$ cat src/rtl/mod_n_updn_counter_p.sv
// Modulo-N up/down/ping-pong counter with parallel load, optional saturation,
// a registered terminal-count pulse and a registered direction flag.
module mod_n_updn_counter_p #(
    parameter int WIDTH    = 4,
    parameter int MOD      = 10,
    parameter bit SATURATE = 1'b0
) (
    input  logic             clk,
    input  logic             reset,
    input  logic             en,
    input  logic [1:0]       mode,
    input  logic             load,
    input  logic [WIDTH-1:0] load_val,
    output logic [WIDTH-1:0] out,
    output logic             tc,
    output logic             dir
);

    typedef enum logic [1:0] {
        MODE_UP   = 2'b00,
        MODE_DOWN = 2'b01,
        MODE_PING = 2'b10,
        MODE_HOLD = 2'b11
    } mode_e;

    // One extra bit so that MOD = 2**WIDTH and the +1 step never overflow.
    localparam logic [WIDTH:0] LAST = (WIDTH+1)'(MOD - 1);
    localparam logic [WIDTH:0] ONE  = (WIDTH+1)'(1);
    localparam logic [WIDTH:0] ZERO = '0;

    logic [WIDTH-1:0] out_q, out_d;
    logic             tc_q, tc_d;
    logic             dir_q, dir_d;

    logic [WIDTH:0]   cnt_w;
    logic [WIDTH:0]   load_w;
    logic [WIDTH:0]   nxt_w;
    mode_e            mode_w;

    // Next-state: load beats enable; every non-limit step clears tc.
    always_comb begin
        cnt_w  = {1'b0, out_q};
        load_w = {1'b0, load_val};
        mode_w = mode_e'(mode);
        nxt_w  = cnt_w;
        tc_d   = 1'b0;
        dir_d  = dir_q;
        if (load) begin
            nxt_w = (load_w > LAST) ? LAST : load_w;
        end else if (en && (mode_w != MODE_HOLD)) begin
            if (cnt_w > LAST) begin
                // Only reachable with an illegal MOD; snap back into range.
                nxt_w = ZERO;
                tc_d  = 1'b1;
            end else begin
                case (mode_w)
                    MODE_UP: begin
                        dir_d = 1'b1;
                        if (cnt_w == LAST) begin
                            tc_d  = 1'b1;
                            nxt_w = SATURATE ? LAST : ZERO;
                        end else begin
                            nxt_w = cnt_w + ONE;
                        end
                    end
                    MODE_DOWN: begin
                        dir_d = 1'b0;
                        if (cnt_w == ZERO) begin
                            tc_d  = 1'b1;
                            nxt_w = SATURATE ? ZERO : LAST;
                        end else begin
                            nxt_w = cnt_w - ONE;
                        end
                    end
                    MODE_PING: begin
                        // Ping-pong bounces off the limits, never wraps or sticks.
                        if (dir_q) begin
                            if (cnt_w == LAST) begin
                                nxt_w = LAST - ONE;
                                dir_d = 1'b0;
                                tc_d  = 1'b1;
                            end else begin
                                nxt_w = cnt_w + ONE;
                            end
                        end else begin
                            if (cnt_w == ZERO) begin
                                nxt_w = ONE;
                                dir_d = 1'b1;
                                tc_d  = 1'b1;
                            end else begin
                                nxt_w = cnt_w - ONE;
                            end
                        end
                    end
                    default: begin
                        nxt_w = cnt_w;
                    end
                endcase
            end
        end
        out_d = WIDTH'(nxt_w);
    end

    // State registers; reset forces count 0, no pulse, counting up.
    always_ff @(posedge clk or posedge reset) begin
        if (reset) begin
            out_q <= '0;
            tc_q  <= 1'b0;
            dir_q <= 1'b1;
        end else begin
            out_q <= out_d;
            tc_q  <= tc_d;
            dir_q <= dir_d;
        end
    end

    assign out = out_q;
    assign tc  = tc_q;
    assign dir = dir_q;

endmodule

$ cat config.mk
export PLATFORM = sky130hd
export DESIGN_NAME = mod_n_updn_counter_p
export DESIGN_NICKNAME = d
export VERILOG_FILES = /design/src/rtl/mod_n_updn_counter_p.sv
export SDC_FILE = /design/constraint.sdc
export NUM_CORES = 1
export LEC_CHECK = 0
export ABC_AREA = 1
export BUFFER_PORTS_ARGS = -buffer_cell sky130_fd_sc_hd__buf_2
export CORE_UTILIZATION = 30
export DETAILED_ROUTE_END_ITERATION = 8
export SYNTH_ARGS = -nofsm -noshare
export SYNTH_HDL_FRONTEND = slang
export SYNTH_SLANG_ARGS = --single-unit
$ cat constraint.sdc
create_clock -name clk -period 1.3 [get_ports clk]
set_input_delay 0 -clock clk [delete_from_list [all_inputs] [get_ports clk]]
set_output_delay 0 -clock clk [all_outputs]
set_load 0.05 [all_outputs]
==> results summary <==
The flow ran to the end, but the final reports show violations. The checks that failed: setup timing. The master of the slowest instance on the critical path is sky130_fd_sc_hd__dfrtp_2. STA puts the critical path data required time at about 1500 ps.

The number of unique standard cell types used by synthesis is 24. In the final timing run, aggregate negative setup slack is -104.5 ps. The worst register-to-register path has a setup slack of -30 ps. The worst path in the final design needs a cycle of around 1300 ps, including I/O delays and setup. When the netlist entered floorplanning its net count stood at roughly 120.

The maximum number of pins on one net before global-route repair is 10. The most area-hungry cell type in the Yosys netlist is sky130_fd_sc_hd__dfrtp_1. The register bit total from synthesis is 6. TritonCTS built the clock tree.

Hold is met by roughly 21 ps. The standby leakage power came out at around 0.00047 uW. After detailed routing, the average wire length per cell comes to roughly 11 microns. The count of placed standard cells including taps came out at 152. The number of DRC markers after the initial detailed-route iteration came out at 13. After detailed routing, the number of remaining DRC violations is 0. The overall overflow remaining after global route is 0. Setup slack on the critical path of the routed design comes to -32.92 ps.

Setup violations remaining at the end of the flow were counted as 5. The post-synthesis sequential area ratio is ~22%. The standard cell core area is 2042 sq um.

The y dimension of the die is around 50 microns. The transition time at the pin with the least slew margin came out at around 340 ps. The worst setup slack before clock tree synthesis came out at -38.96 ps. In this design, the stage delay of the slowest critical-path cell is roughly 420 ps. Across the run, the number of max-cap violations was 0.

The worst-case IR drop observed on VDD is ~580 uV. The number of H-tree branching levels came out at 1. After clock tree synthesis, the clock-pin slew on the worst setup and hold paths is 60 ps. The number of global-route vias before repair came out at 703.

The final number of hold-violating endpoints is 0. The root buffer cell chosen for the clock tree is sky130_fd_sc_hd__clkbuf_4. The areal power density over the cells came out at 1627 nW/um^2. The area enclosed by the die boundary is roughly 2500 sq um. The Yosys warning count came out at 0. The cell count after synthesis came out at approximately 110. The later-pin clock latency in the skew report came out at roughly 270 ps.

Setup repair after global routing could not meet its margin everywhere. The overall power after layout came out at 1439 uW. Traced cell by cell, the critical path runs through nor2_4 > nor2_4 > nor2_2 > nand2_1 > nand2_2 > inv_4 > nor2_2 > a21oi_2.

After layout, the worst path uses 102.5% of the clock period. The endpoint identified for the worst register-to-register timing path is out[3]. The largest clock skew in the final design came out at 6.578 ps. The initial antenna violation count is 0. The area added between synthesis and finish is 29.49%. The floorplan has 16 rows. 0 antenna diodes ended up in the layout.

The mean instance size in the synthesized netlist is around 6.4 sq um. Detailed placement ended at an HPWL of about 1.4 mm. The footprint of the multi-input gates came out at roughly 470 sq um. The routed wire length came out at roughly 1.8 mm. The startpoint identified for the worst hold timing path is en. The count of nets left with antenna violations after detail routing is 0. For the worst flop-to-flop path, the logic depth is 8. The worst hold path was traced through 3 stages.

The area of the mapped netlist is 683.2 sq um. The critical path in this run is classified as reg -> reg. The layout cell share with drive strength beyond 1 came out at roughly a third.

The share of the synthesized area in the top cell type is 18.32%. The clock drives 6 sinks. The beginning of the worst register-to-register path is out[1]. In the final layout, flip-flops and latches occupy roughly 160 sq um. The critical path capture point type is a register.

The class of the tightest hold or removal check is in -> reg. The first-pass iteration count of the detailed router is 4. The worst-path maximum fanout is 6. Once the floorplan was initialized, standard cells occupied between 30% and 40% of the core.

The number of buffers on the longest clock path is 2. The worst hold path terminates at tc. The net count of the finished layout is between 100 and 150. The total track usage is between 15 and 20%. The first global-routing pass estimated 3.036 mm of wire. By area the synthesized netlist is led by sky130_fd_sc_hd__dfrtp_1, sky130_fd_sc_hd__nand2_1, sky130_fd_sc_hd__ha_1. The non-filler instance count after layout is 158. The post-detailed-route via-to-cell ratio is 4.854. The TritonCTS buffer count is 3. Summing over every cut layer, the via total after detailed routing is approximately 770. The count of buffers from port buffering came out at 15. The maximum clock frequency came out at approximately 0.75 GHz. The layout filler cell count came out at about 250. The boundary pin count is 16. The final max-slew violation count is 0. The routability-driven placement congestion ratio came out at ~0.84. The worst setup path is launched from a register. The horizontal die dimension came out at around 50 microns.

The worst pin sits at a relative slew slack of 77.36%. The signal arrival time at the worst endpoint is ~1500 ps.
[flip-flops by register name (all words and copies together) (netlist names)]
register,flops
dir,1
out,4
tc,1
[repair_timing]
action | 4_1_cts | 5_1_grt
buffers inserted | 0 | 1
hold endpoints to repair | 6 | 0
endpoints found under the setup margin | 3 | 6
hold buffers | 1 | 0
pin swaps | 1 | 4
gates resized for setup | 1 | 2
[Yosys cell counts]
master,number
sky130_fd_sc_hd__a21oi_1,3
sky130_fd_sc_hd__a21oi_2,3
sky130_fd_sc_hd__a22oi_1,1
sky130_fd_sc_hd__a31oi_1,1
sky130_fd_sc_hd__buf_2,1
sky130_fd_sc_hd__buf_4,2
sky130_fd_sc_hd__dfrtp_1,5
sky130_fd_sc_hd__dfstp_2,1
sky130_fd_sc_hd__ha_1,5
sky130_fd_sc_hd__inv_1,13
sky130_fd_sc_hd__inv_2,1
sky130_fd_sc_hd__nand2_1,27
sky130_fd_sc_hd__nand2_2,3
sky130_fd_sc_hd__nand3_1,9
sky130_fd_sc_hd__nand4_1,5
sky130_fd_sc_hd__nor2_1,13
sky130_fd_sc_hd__nor2_2,1
sky130_fd_sc_hd__nor2_4,2
sky130_fd_sc_hd__nor3_1,1
sky130_fd_sc_hd__nor3_2,1
sky130_fd_sc_hd__o21ai_0,4
sky130_fd_sc_hd__o21ai_1,3
sky130_fd_sc_hd__o21ai_2,1
sky130_fd_sc_hd__xor2_1,1
[layout make-up]
cell class              instances  area share [%]
clock buffers                   4           2.970
repair buffers                 23           15.56
multi-input cells              84           53.32
well taps                      27           3.819
flip-flops and latches          6           18.10
inverters                      14           6.223
[worst max-delay path by stage]
| stage | start | end | slack [ps] | cells past startpoint |
|---|---|---|---|---|
| floorplan | out[1] | out[1] | -130 | 9 |
| global placement | dir | out[1] | -5 | 6 |
| detailed placement | dir | out[2] | -40 | 6 |
| CTS | out[2] | out[3] | 9 | 8 |
| global route | out[1] | out[3] | -110 | 8 |
| finish | out[1] | out[3] | -30 | 8 |
[cells by family (layout without fill, tap and decap cells)]
kind of cell    after synthesis  count (layout)  synth area share (%)
flops                         6               6                 22.16
compound gates               16              16                 14.47
buf+inv                      17              41                 10.62
fa+ha+maj                     5               5                 9.158
xor+xnor                      1               1                 1.282
simple gates                 62              62                 42.31
[stage by stage]
step / area [sq um] / utilization, %
after CTS: 869.6 / 42.59
after global placement: 833.3 / 40.81
after floorplan: 703.2 / -
after detailed placement: 833.3 / 40.81
after global routing: 884.6 / 43.32
final: 884.6 / 43.32
[where the power goes]
part	internal (uW)	leakage (uW)	total [uW]	switching, uW
logic	304	0.000391	904	599
clock network	118	0.0000150	216	97.8
registers	263	0.0000681	319	56.3
total	685	0.000474	1440	753
[critical path: cells and delay by family, from the launching register on]
kind	cells	cell delay (ps)
DFF	1	420
buffers and inverters	1	60
AOI/OAI and AO/OA	1	30
and+or+nand+nor	6	700
[cells in the final DEF (no fill, tap or decap), drive strengths merged, types with 2 or more instances in the layout]
master / synthesis / layout
a21oi: 6 / 6
buf: 3 / 22
clkbuf: 0 / 4
dfrtp: 5 / 5
ha: 5 / 5
inv: 14 / 14
nand2: 30 / 30
nand3: 9 / 9
nand4: 5 / 5
nor2: 16 / 16
nor3: 2 / 2
o21ai: 8 / 8
[layer usage]
metal / track usage, % / vias up / part of all wire, % / wire length [microns]
met3: 3.086 / 3 / 1.6 / 28
met1: 20.67 / 356 / 48 / 842
li1: - / 396 / - / -
met2: 25.90 / 12 / 48 / 851
met4: 10.95 / 0 / 2.0 / 36
met5: 0 / - / 0 / 0
(Power assumes the default switching activity.)
